$ cat config.mk
export PLATFORM = sky130hd
export DESIGN_NAME = mrna_iso_seq
export DESIGN_NICKNAME = d
export VERILOG_FILES = /design/src/rtl/mrna_iso_pkg.sv /design/src/rtl/mrna_iso_pump3.sv /design/src/rtl/mrna_iso_seq.sv
export SDC_FILE = /design/constraint.sdc
export NUM_CORES = 1
export LEC_CHECK = 0
export BUFFER_PORTS_ARGS = -buffer_cell sky130_fd_sc_hd__buf_2
export CAP_MARGIN = 15
export CORE_MARGIN = 3
export CORE_UTILIZATION = 25
export CTS_CLUSTER_SIZE = 10
export DETAILED_ROUTE_END_ITERATION = 10
export GPL_TIMING_DRIVEN = 0
export PLACE_DENSITY = 0.41
export SYNTH_ARGS = -nofsm -noshare
export SYNTH_HDL_FRONTEND = slang
export SYNTH_SLANG_ARGS = --single-unit
$ cat constraint.sdc
create_clock -name clk -period 2.7 [get_ports clk]
set_input_delay 0.135 -clock clk [delete_from_list [all_inputs] [get_ports clk]]
set_output_delay 0.135 -clock clk [all_outputs]
set_load 0.1 [all_outputs]
$ cat src/rtl/mrna_iso_pkg.sv
// Shared state encoding, valve indices and per-state open-valve decode
// for the mRNA isolation sequencer.
package mrna_iso_pkg;

  typedef enum logic [3:0] {
    ST_IDLE    = 4'd0,
    ST_LOAD    = 4'd1,
    ST_BEADS   = 4'd2,
    ST_LYSE    = 4'd3,
    ST_MIX     = 4'd4,
    ST_SEP     = 4'd5,
    ST_COLLECT = 4'd6,
    ST_FLUSH   = 4'd7,
    ST_DONE    = 4'd8
  } state_e;

  localparam int unsigned NVALVE      = 13;
  localparam int unsigned V_COLLECT   = 0;
  localparam int unsigned V_LYSIS_IN  = 1;
  localparam int unsigned V_LYSIS_OUT = 2;
  localparam int unsigned V_PUSH      = 3;
  localparam int unsigned V_PUMP1     = 4;
  localparam int unsigned V_PUMP2     = 5;
  localparam int unsigned V_PUMP3     = 6;
  localparam int unsigned V_SEP       = 7;
  localparam int unsigned V_SIEVE     = 8;
  localparam int unsigned V_WASTE     = 9;
  localparam int unsigned V_BEADS     = 10;
  localparam int unsigned V_CELLS_IN  = 11;
  localparam int unsigned V_CELLS_OUT = 12;

  // Valves that are open (not actuated) in a state; MIX pump valves are
  // supplied separately by the pump generator.
  function automatic logic [NVALVE-1:0] open_mask(input state_e s);
    logic [NVALVE-1:0] m;
    m = '0;
    case (s)
      ST_LOAD:    begin m[V_CELLS_IN] = 1'b1;  m[V_CELLS_OUT] = 1'b1; end
      ST_BEADS:   begin m[V_BEADS] = 1'b1;     m[V_CELLS_OUT] = 1'b1; end
      ST_LYSE:    begin m[V_LYSIS_IN] = 1'b1;  m[V_LYSIS_OUT] = 1'b1; end
      ST_SEP:     begin m[V_WASTE] = 1'b1; end
      ST_COLLECT: begin m[V_PUSH] = 1'b1;      m[V_COLLECT] = 1'b1; end
      default:    m = '0;
    endcase
    return m;
  endfunction

endpackage

$ cat src/rtl/mrna_iso_pump3.sv
// Three-phase peristaltic pump pattern generator. Held in phase 0 while
// disabled; flags the final cycle of the final rotation.
module mrna_iso_pump3 #(
  parameter int unsigned CNT_W = 8
) (
  input  logic             clk,
  input  logic             rst_n,
  input  logic             i_en,
  input  logic [CNT_W-1:0] i_t_step,
  input  logic [CNT_W-1:0] i_mix_cyc,
  output logic [2:0]       o_open,
  output logic             o_last
);

  logic [1:0]       r_phase;
  logic [CNT_W-1:0] r_step;
  logic [CNT_W-1:0] r_rot;
  logic [CNT_W-1:0] w_step_max;
  logic [CNT_W-1:0] w_rot_max;
  logic             w_phase_end;

  // Zero step time or rotation count behaves as one.
  assign w_step_max  = (i_t_step  == '0) ? '0 : i_t_step  - 1'b1;
  assign w_rot_max   = (i_mix_cyc == '0) ? '0 : i_mix_cyc - 1'b1;
  assign w_phase_end = (r_step == w_step_max);
  assign o_last      = i_en && (r_phase == 2'd2) && w_phase_end && (r_rot == w_rot_max);

  // Step, phase and rotation counters.
  always_ff @(posedge clk or negedge rst_n) begin
    if (!rst_n) begin
      r_phase <= '0;
      r_step  <= '0;
      r_rot   <= '0;
    end else if (!i_en) begin
      r_phase <= '0;
      r_step  <= '0;
      r_rot   <= '0;
    end else if (w_phase_end) begin
      r_step <= '0;
      if (r_phase == 2'd2) begin
        r_phase <= '0;
        r_rot   <= r_rot + 1'b1;
      end else begin
        r_phase <= r_phase + 1'b1;
      end
    end else begin
      r_step <= r_step + 1'b1;
    end
  end

  // Open pattern ordered {p1,p2,p3}: 011 -> 001 -> 100.
  always_comb begin
    case (r_phase)
      2'd0:    o_open = 3'b011;
      2'd1:    o_open = 3'b001;
      default: o_open = 3'b100;
    endcase
  end

endmodule

$ cat src/rtl/mrna_iso_seq.sv
// Protocol sequencer for NCH parallel mRNA isolation banks:
// load -> beads -> lyse -> mix -> separate -> collect -> flush -> done.
module mrna_iso_seq
  import mrna_iso_pkg::*;
#(
  parameter int unsigned NCH     = 1,
  parameter int unsigned CNT_W   = 8,
  parameter int unsigned T_LOAD  = 8,
  parameter int unsigned T_BEADS = 4,
  parameter int unsigned T_LYSE  = 8,
  parameter int unsigned T_STEP  = 2,
  parameter int unsigned MIX_CYC = 3,
  parameter int unsigned T_SEP   = 6,
  parameter int unsigned T_COLL  = 5,
  parameter int unsigned T_FLUSH = 4
) (
  input  logic                  clk,
  input  logic                  rst_n,
  input  logic                  start,
  input  logic                  abort,
  input  logic [NCH-1:0]        chan_en,
  output logic                  busy,
  output logic                  done,
  output logic                  aborted,
  output logic [3:0]            state_o,
  output logic [NCH*NVALVE-1:0] valve_ctrl,
  output logic [NCH*NVALVE-1:0] flush
);

  state_e            r_state;
  logic [CNT_W-1:0]  r_cnt;
  logic [NCH-1:0]    r_mask;
  logic              r_busy;
  logic              r_done;
  logic              r_aborted;
  logic              r_abort_pend;
  logic [2:0]        w_pump_open;
  logic              w_pump_last;
  logic [NVALVE-1:0] w_open;

  // Dwell load value; a zero dwell behaves as one cycle.
  function automatic logic [CNT_W-1:0] dwell(input int unsigned t);
    return (t == 0) ? '0 : CNT_W'(t - 1);
  endfunction

  mrna_iso_pump3 #(.CNT_W(CNT_W)) u_pump (
    .clk       (clk),
    .rst_n     (rst_n),
    .i_en      (r_state == ST_MIX),
    .i_t_step  (CNT_W'(T_STEP)),
    .i_mix_cyc (CNT_W'(MIX_CYC)),
    .o_open    (w_pump_open),
    .o_last    (w_pump_last)
  );

  // Sequencer FSM with dwell counter, channel mask and status flags.
  always_ff @(posedge clk or negedge rst_n) begin
    if (!rst_n) begin
      r_state      <= ST_IDLE;
      r_cnt        <= '0;
      r_mask       <= '0;
      r_busy       <= 1'b0;
      r_done       <= 1'b0;
      r_aborted    <= 1'b0;
      r_abort_pend <= 1'b0;
    end else begin
      r_done <= 1'b0;
      case (r_state)
        ST_IDLE: begin
          if (start && !abort) begin
            r_state      <= ST_LOAD;
            r_cnt        <= dwell(T_LOAD);
            r_mask       <= chan_en;
            r_busy       <= 1'b1;
            r_aborted    <= 1'b0;
            r_abort_pend <= 1'b0;
          end
        end
        ST_LOAD, ST_BEADS, ST_LYSE, ST_MIX, ST_SEP, ST_COLLECT: begin
          if (abort) begin
            r_state      <= ST_FLUSH;
            r_cnt        <= dwell(T_FLUSH);
            r_abort_pend <= 1'b1;
          end else if (r_state == ST_MIX) begin
            // MIX length is owned by the pump generator, not the dwell counter.
            if (w_pump_last) begin
              r_state <= ST_SEP;
              r_cnt   <= dwell(T_SEP);
            end
          end else if (r_cnt != '0) begin
            r_cnt <= r_cnt - 1'b1;
          end else begin
            case (r_state)
              ST_LOAD:  begin r_state <= ST_BEADS;   r_cnt <= dwell(T_BEADS); end
              ST_BEADS: begin r_state <= ST_LYSE;    r_cnt <= dwell(T_LYSE);  end
              ST_LYSE:  begin r_state <= ST_MIX;     r_cnt <= '0;             end
              ST_SEP:   begin r_state <= ST_COLLECT; r_cnt <= dwell(T_COLL);  end
              default:  begin r_state <= ST_FLUSH;   r_cnt <= dwell(T_FLUSH); end
            endcase
          end
        end
        ST_FLUSH: begin
          if (r_cnt == '0) begin
            r_state   <= ST_DONE;
            r_busy    <= 1'b0;
            r_done    <= 1'b1;
            r_aborted <= r_abort_pend;
          end else begin
            r_cnt <= r_cnt - 1'b1;
          end
        end
        ST_DONE: begin
          r_state <= ST_IDLE;
          r_mask  <= '0;
        end
        default: r_state <= ST_IDLE;
      endcase
    end
  end

  assign busy    = r_busy;
  assign done    = r_done;
  assign aborted = r_aborted;
  assign state_o = r_state;

  // Open-valve set for the current state, with pump phases in MIX.
  always_comb begin
    w_open = open_mask(r_state);
    if (r_state == ST_MIX) begin
      w_open[V_PUMP1] = w_pump_open[2];
      w_open[V_PUMP2] = w_pump_open[1];
      w_open[V_PUMP3] = w_pump_open[0];
    end
  end

  // Per-channel replication; disabled channels stay fully closed.
  for (genvar c = 0; c < NCH; c++) begin : g_ch
    assign valve_ctrl[c*NVALVE +: NVALVE] = r_mask[c] ? ~w_open : '1;
    assign flush[c*NVALVE +: NVALVE]      = (r_mask[c] && r_state == ST_FLUSH) ? '1 : '0;
  end

endmodule
# Yosys cells after proc, flatten, opt, wreduce, memory -nomap -nowiden
# Cells that the tools add are included.
# W data, S select, Z words.
# totals
regBits	35
inputBits	5
output_inout_bits	33
wordCells	103
# op_classes
addsub	4
eq_ne	20
muxes	46
n_bitwise	1
reduce_logical	22
# ops
op	count
$mux W8	11
$mux W13	2
$mux W4	6
$pmux W8 S3	1
$add A8 B1 Y8 const B	2
$eq A4 B3 Y1 const B	4
$mux W1	13
$not A13 Y13	1
$ne A2 B2 Y1 const B	6
$pmux W3 S4	1
$pmux W4 S3	1
$pmux W3 S3	1
$eq A4 B2 Y1 const B	2
$eq A8 B1 Y1 const B	1
$eq A8 B2 Y1 const B	1
$logic_not A8 Y1	1
$mux W2	4
$pmux W1 S2	4
$reduce_and A4 Y1	2
$reduce_bool A8 Y1	1
$sub A8 B1 Y8 const B	1
$pmux W3 S2	1
$reduce_and A3 Y1	2
$reduce_bool A2 Y1	3
other kinds (16)	21

# Depth between registers and ports, before layout
# Gate-level depths: netlist of run 1.
# depth
ltp_word	8
depth_mapped	8
mapped_depth_nobuf	7

# Modules after synthesis
# A second synthesis of run 1 with hierarchy kept.
# hier_totals
hier_cells	356
area_unflattened_um2	2910.3
# modules_own_cells
module	instances	cells_each	area_each_um2	seq_area_each_um2
mrna_iso_pump3	1	191	1560.2	450.4
mrna_iso_seq	1	165	1350.0	425.4

# Worst setup path after synthesis of run 1
# OpenSTA, ideal clock, no wires.
# synth_timing
kind	register -> output
from	reg r_state[1], in the netlist state_o[1]
to	out valve_ctrl[12]
arrival_ns	3.745
required_time_ns	2.565
slack_ns	-1.180
path_stages_with_launch	5
path_buffers	2
path_cell_list	dfrtp_1 -> buf_2 -> buf_1 -> nor2b_1 -> o21ai_0
# synth_via
elab_chain_len	5
# synth_lines
item	line	source
start: declaration	mrna_iso_seq.sv:30	state_e r_state;
start signal: assignment	mrna_iso_seq.sv:59	r_state <= ST_IDLE;
start signal: assignment	mrna_iso_seq.sv:71	r_state <= ST_LOAD;
start signal: assignment	mrna_iso_seq.sv:81	r_state <= ST_FLUSH;
$eq A4 B2 Y1 or $eq A4 B1 Y1 (tied branches)	mrna_iso_pkg.sv:37	case (s)
$reduce_or A2 Y1 (no source line) *	n/a	
$mux W1 *	mrna_iso_pkg.sv:37	
$not A13 Y13 *	mrna_iso_seq.sv:138	assign valve_ctrl[c*NVALVE +: NVALVE] = r_mask[c] ? ~w_open : '1;
$mux W13 *	mrna_iso_seq.sv:138	
end: declaration	mrna_iso_seq.sv:26	output logic [NCH*NVALVE-1:0] valve_ctrl,
# Every way passes the cells marked *; elsewhere a longest branch is shown, timed or not.

# Final worst setup path of run 1
# layout_timing
from	reg r_state[1], in the netlist state_o[1]
to	out flush[11]
# layout_via
elab_chain_len	3
# layout_lines
item	line	source
$eq A4 B3 Y1	mrna_iso_seq.sv:139	assign flush[c*NVALVE +: NVALVE] = (r_mask[c] && r_state == ST_FLUSH) ? '1 : '0;
$logic_and A1 B1 Y1	mrna_iso_seq.sv:139	
$mux W13	mrna_iso_seq.sv:139	
end: declaration	mrna_iso_seq.sv:27	output logic [NCH*NVALVE-1:0] flush
# Every way passes these cells.

==> results.py, run 1 <==
metrics = {
    "pwr": {
        "peakVddDrop_uv": 453,
        "power_density_mw_per_mm2": 1250,
        "cellLeakagePower_nw": 1.22,
    },
    "cells_and_area": {
        "final_nets": 316,
        "layout-drive-gt1-share_pct": 28.1,
        "multi_input_area_mm2": 0.00128,
        "area.sequential_um2": 878,
        "syn_to_final_growth_pct": 20.9,
        "nFillCells": 945,
        "final_core_util_pct": 31.6,
        "final_cell_mix": "dfrtp_1, buf_2, nor2_1",
        "final_common_cell": "dfrtp_1",
        "antenna_cells": 0,
    },
    "setup_path": {
        "required_ns": 2.57,
        "critical_path_class": "reg -> out",
        "crit_path_frequent_cell": "buf_2",
        "rrSetupSlack_ns": 0.59,
        "critPathArrivalTime_ns": 2.35,
        "slowest_delay_ns": 0.43,
        "slowest_stage": "dfrtp_1",
        "path_max_fanout": 13,
        "setup.worst_path.start_class": "flip-flop",
        "critical_path.cell_chain": "buf_2 > nand3_2 > nor2_1 > and2_2 > buf_4 > buf_2",
        "cp-end-kind": "output pin",
    },
    "global_route": {
        "antenna_found_initial": 0,
        "overflow": 0,
        "grt.total_usage_pct": 11.7,
        "grt_pass1_wl_um": 9720,
        "first_global_vias": 1934,
        "grt_start_max_net_pins": 36,
    },
    "hold_path": {
        "hold_class": "in -> reg",
    },
    "run_status": {
        "status": "completed",
    },
    "route": {
        "finalWirelength_um": 5860,
        "post_drt_wl_per_cell_um": 14.1,
        "routed-wl-met2_um": 2710,
        "wl_met3_um": 225,
        "dr.max_layer_used": "met4",
        "drtPass1Iterations": 4,
        "route.vias.total": 2040,
        "vias_per_cell": 4.93,
        "wl_met1_um": 2860,
        "drc": 0,
        "drtIter0Drc": 77,
        "ant_nets": 0,
    },
    "placement": {
        "io_buffers": 35,
        "place_congestion": 0.827,
        "hpwl_um": 4290,
    },
    "logic_synthesis": {
        "syn_inst": 262,
        "synth_cell_types": 58,
        "syn_avg_cell_area_um2": 8.83,
        "synth-edff-count": 0,
        "synthFlopType": "dfrtp_1",
        "synth-seq-area-share_pct": 37.9,
        "syn-cell-area_mm2": 0.00231,
        "async_flop_share_pct": 100,
        "ys_seq_elements": 35,
        "yosysWarnings": 0,
    },
    "timing": {
        "rsz0062_at_grt": "false",
        "period_needed_ns": 2.49,
        "fmax_ghz": 0.402,
        "slew_headroom_pct": 41.9,
        "finalMaxSlewViolations": 0,
        "skew_ns": 0.0107,
        "hold_viol": 0,
        "fin_tns_setup_ns": 0,
        "worst_pin_slew_ns": 0.871,
        "setup_viol": 0,
        "min_period_over_period_pct": 92.0,
    },
    "die": {
        "row_count": 34,
        "fp.dieH_um": 102,
        "chipWidth_um": 102,
        "start_util_pct": 26.1,
        "io_pins": 38,
        "die_area_mm2": 0.0104,
        "coreArea_mm2": 0.00885,
    },
    "clock_network": {
        "tritoncts": "yes",
        "insertion_delay_ns": 0.29,
        "postCtsSetupBuffers": 0,
        "cts_buffers": 5,
        "htree_levels": 2,
        "clock-sinks": 35,
        "cts-root-buf": "clkbuf_8",
        "clkTransAtPathRegs_ns": 0.08,
        "cts.path.max_buffers": 2,
    },
    "run": {
        "maxCapViolCount": 0,
    },
}
-- layer usage --
layer / global-route usage, % / up-vias
li1: - / 998
met5: 0 / -
met4: 4.04 / 0
met3: 1.98 / 4
met1: 15.7 / 983
met2: 19.2 / 55
-- path summary, 6_finish.rpt --
check,startpoint,endpoint,cells past startpoint
hold reg to reg,r_abort_pend$_DFFE_PN0P_,aborted$_DFFE_PN0P_,2
setup reg to reg,state_o[2]$_DFFE_PN0P_,r_cnt[0]$_DFFE_PN0P_,6
setup / recovery,state_o[1]$_DFFE_PN0P_,flush[11],6
min in group asynchronous,rst_n,busy$_DFFE_PN0P_,2
hold / removal,chan_en,r_mask$_DFFE_PN0P_,3
max in group asynchronous,rst_n,state_o[0]$_DFFE_PN0P_,2
-- state kept, by name, indices dropped and copies added (netlist names) --
| signal | cells |
|---|---|
| r_cnt | 8 |
| u_pump.r_rot | 8 |
| u_pump.r_step | 8 |
| state_o | 4 |
| u_pump.r_phase | 2 |
| aborted | 1 |
| busy | 1 |
| done | 1 |
| r_abort_pend | 1 |
| r_mask | 1 |
-- cell families after synthesis --
kind of cell | synth area share (%)
multiplexers | 1.95
adder cells (fa/ha/maj) | 3.24
AND/OR/NAND/NOR | 27.6
flip-flops | 37.9
other | 0.162
buffers and inverters | 8.22
AO/OA/AOI/OAI | 16.0
XOR/XNOR | 4.92
-- stage by stage --
step	power, mW	cell area (um^2)	setup slack [ns]	std cells	hold WS (ns)
global placement	3.03	2650	0.392	406	0.301
finish	3.50	2800	0.215	414	0.137
CTS	3.52	2780	0.0731	415	0.128
detailed placement	3.02	2650	0.407	406	0.306
global route	3.73	2800	0.00210	414	0.149
floorplan	2.60	2340	0.000887	263	-0.161
-- where the power goes --
part	internal (mW)	leakage (nW)	switching [mW]	total, mW
registers	0.634	0.455	0.143	0.777
clock network	0.275	0.0581	0.206	0.482
logic	0.580	0.712	1.67	2.25
-- synthesized netlist by cell type (all sizes together), types with 4 or more instances --
library cell	instances	area share, %
dfrtp	35	38
nor2	30	5.2
nand2	24	4.0
buf	23	6.6
o21ai	17	3.8
a21oi	15	3.2
nand3	15	3.5
nor3	11	2.6
xnor2	7	2.7
a31oi	6	1.6
ha	6	3.2
inv	6	0.97
xor2	6	2.3
and3	5	1.4
nand2b	5	1.4
and2	4	1.1
clkbuf	4	0.65
nor3b	4	1.5
-- final cells by class --
cell class | count | area share, %
clock inverters | 3 | 1.57
well taps | 108 | 4.83
inverters | 6 | 0.805
clock buffers | 5 | 2.46
repair buffers | 36 | 7.34
multi-input cells | 195 | 45.7
flip-flops and latches | 35 | 31.4
plain buffers | 26 | 5.86
-- critical path: cells and delay by family (launching register included) --
| kind | cells | cell delay [ns] |
|---|---|---|
| AND/OR/NAND/NOR | 3 | 0.83 |
| flip-flops | 1 | 0.43 |
| buffers and inverters | 3 | 0.79 |
-- timing repair --
item,in CTS,in global routing
hold buffers,1,0
resized for setup,0,9
setup endpoints to repair,0,13
endpoints found under the hold margin,33,0
Power figures use the tool's default switching activity.
==> run 2: changes to the inputs <==
--- a/config.mk
+++ b/config.mk
@@ -7,2 +7,3 @@
 export LEC_CHECK = 0
+export ABC_CLOCK_PERIOD_IN_PS = 2700
 export BUFFER_PORTS_ARGS = -buffer_cell sky130_fd_sc_hd__buf_2
==> constraint.sdc (replaced) <==
create_clock -name clk -period 2.7 [get_ports clk]
set_input_delay 0.27 -clock clk [delete_from_list [all_inputs] [get_ports clk]]
set_output_delay 0.27 -clock clk [all_outputs]
set_load 0.1 [all_outputs]
==> results.py, run 2 (synthesis results as in run 1) <==
metrics = {
    "pwr": {
        "peakVddDrop_uv": 463,
        "power_density_mw_per_mm2": 1230,
        "cellLeakagePower_nw": 1.20,
    },
    "global_route": {
        "first_global_vias": 1994,
        "grt.total_usage_pct": 12.4,
        "antenna_found_initial": 0,
        "overflow": 0,
        "grt_start_max_net_pins": 36,
        "grt_pass1_wl_um": 10300,
    },
    "die": {
        "coreArea_mm2": 0.00885,
        "row_count": 34,
        "start_util_pct": 26.1,
        "io_pins": 38,
        "chipWidth_um": 102,
        "fp.dieH_um": 102,
        "die_area_mm2": 0.0104,
    },
    "clock_network": {
        "cts_hold_buf": 0,
        "cts-root-buf": "clkbuf_8",
        "clock-sinks": 35,
        "htree_levels": 2,
        "insertion_delay_ns": 0.29,
        "cts.path.max_buffers": 2,
        "tritoncts": "yes",
        "clkTransAtPathRegs_ns": 0.08,
        "cts_buffers": 5,
    },
    "timing": {
        "slew_headroom_pct": 43.4,
        "period_needed_ns": 2.50,
        "rsz0062_at_grt": "false",
        "setup_viol": 0,
        "hold_viol": 0,
        "worst_pin_slew_ns": 0.850,
        "skew_ns": 0.00764,
        "finalMaxSlewViolations": 0,
        "fmax_ghz": 0.400,
        "fin_tns_setup_ns": 0,
        "min_period_over_period_pct": 92.6,
        "setup_ws_ns": 0.201,
    },
    "cells_and_area": {
        "syn_to_final_growth_pct": 19.8,
        "area.sequential_um2": 881,
        "antenna_cells": 0,
        "finalNonFillerCells": 413,
        "final_nets": 315,
        "final_core_util_pct": 31.3,
        "final_common_cell": "dfrtp_1",
        "final_cell_mix": "dfrtp_1, nor2_1, buf_2",
        "nFillCells": 975,
        "multi_input_area_mm2": 0.00128,
        "layout-drive-gt1-share_pct": 28.9,
        "top_regs": "r_cnt: 8 flops, u_pump.r_rot: 8 flops, u_pump.r_step: 8 flops",
    },
    "route": {
        "drtIter0Drc": 57,
        "drtPass1Iterations": 4,
        "post_drt_wl_per_cell_um": 14.5,
        "vias_per_cell": 4.89,
        "drc": 0,
        "ant_nets": 0,
        "finalWirelength_um": 5990,
        "route.vias.total": 2018,
    },
    "placement": {
        "io_buffers": 35,
        "dpl_worst_slack_ns": 0.235,
        "hpwl_um": 4410,
        "dpl.cell_count": 406,
        "place_congestion": 0.792,
    },
    "setup_path": {
        "critical_path_class": "reg -> out",
        "path_max_fanout": 13,
        "setup.worst_path.start_class": "flip-flop",
        "cp-end-kind": "output pin",
        "required_ns": 2.43,
        "critPathArrivalTime_ns": 2.23,
    },
    "hold_path": {
        "hold_class": "in -> async",
    },
    "run": {
        "maxCapViolCount": 0,
    },
    "run_status": {
        "status": "completed",
    },
}
==> run 2: final timing paths <==
kind / start / end / slack (ns) / depth (start not counted)
min reg2reg: u_pump.r_step[0]$_DFF_PN0_ / u_pump.r_step[0]$_DFF_PN0_ / 0.52 / 1
min in group clk: chan_en / r_mask$_DFFE_PN0P_ / 0.27 / 3
max in group asynchronous: rst_n / state_o[0]$_DFFE_PN0P_ / 2.02 / 1
min: rst_n / state_o[3]$_DFFE_PN0P_ / 0.08 / 1
max reg2reg: state_o[2]$_DFFE_PN0P_ / r_cnt[0]$_DFFE_PN0P_ / 0.57 / 6
max: state_o[2]$_DFFE_PN0P_ / flush[0] / 0.20 / 5
==> run 2: what timing repair did <==
| action | CTS | global route |
|---|---|---|
| endpoints found under the setup margin | 12 | 16 |
| hold endpoints to repair | 0 | 0 |
| buffers inserted | 0 | 0 |
| resized for setup | 0 | 14 |
| pin swaps | 0 | 0 |
==> run 2: cell type report <==
class / instances / share of cell area (%)
multi-input cells: 195 / 46.3
flip-flops and latches: 35 / 31.8
repair buffers: 35 / 7.40
plain buffers: 26 / 5.91
well taps: 108 / 4.87
clock buffers: 7 / 2.75
inverters: 6 / 0.812
clock inverters: 1 / 0.181
==> run 2: critical path, stage by stage (launching register included) <==
cell and delay (ns):
dfrtp_2 0.38, clkbuf_1 0.28, nand3_2 0.29, nor2_2 0.22, and2_2 0.30, buf_2 0.47
==> run 2: metal layers <==
metal  global-route usage, %  vias up  part of all wire (%)
li1                        -      996                     -
met1                    17.5      984                    50
met2                    19.8       34                    47
met3                    2.18        4                   2.9
met4                    2.83        0                  0.67
met5                       0        -                     0
==> run 2: power by group <==
group / internal (mW) / switching, mW / total (mW)
registers: 0.636 / 0.138 / 0.774
logic: 0.590 / 1.67 / 2.26
clock network: 0.181 / 0.197 / 0.379
total: 1.41 / 2.00 / 3.41
==> run 2: stage by stage <==
step           hold WS, ns  total power [mW]  instance area [um^2]
4_1_cts              0.130              3.41                  2740
2_1_floorplan      -0.0256              2.60                  2350
6_report            0.0751              3.41                  2770
3_3_place_gp         0.437              3.03                  2660
5_1_grt              0.166              3.66                  2770
3_5_place_dp         0.449              3.02                  2660
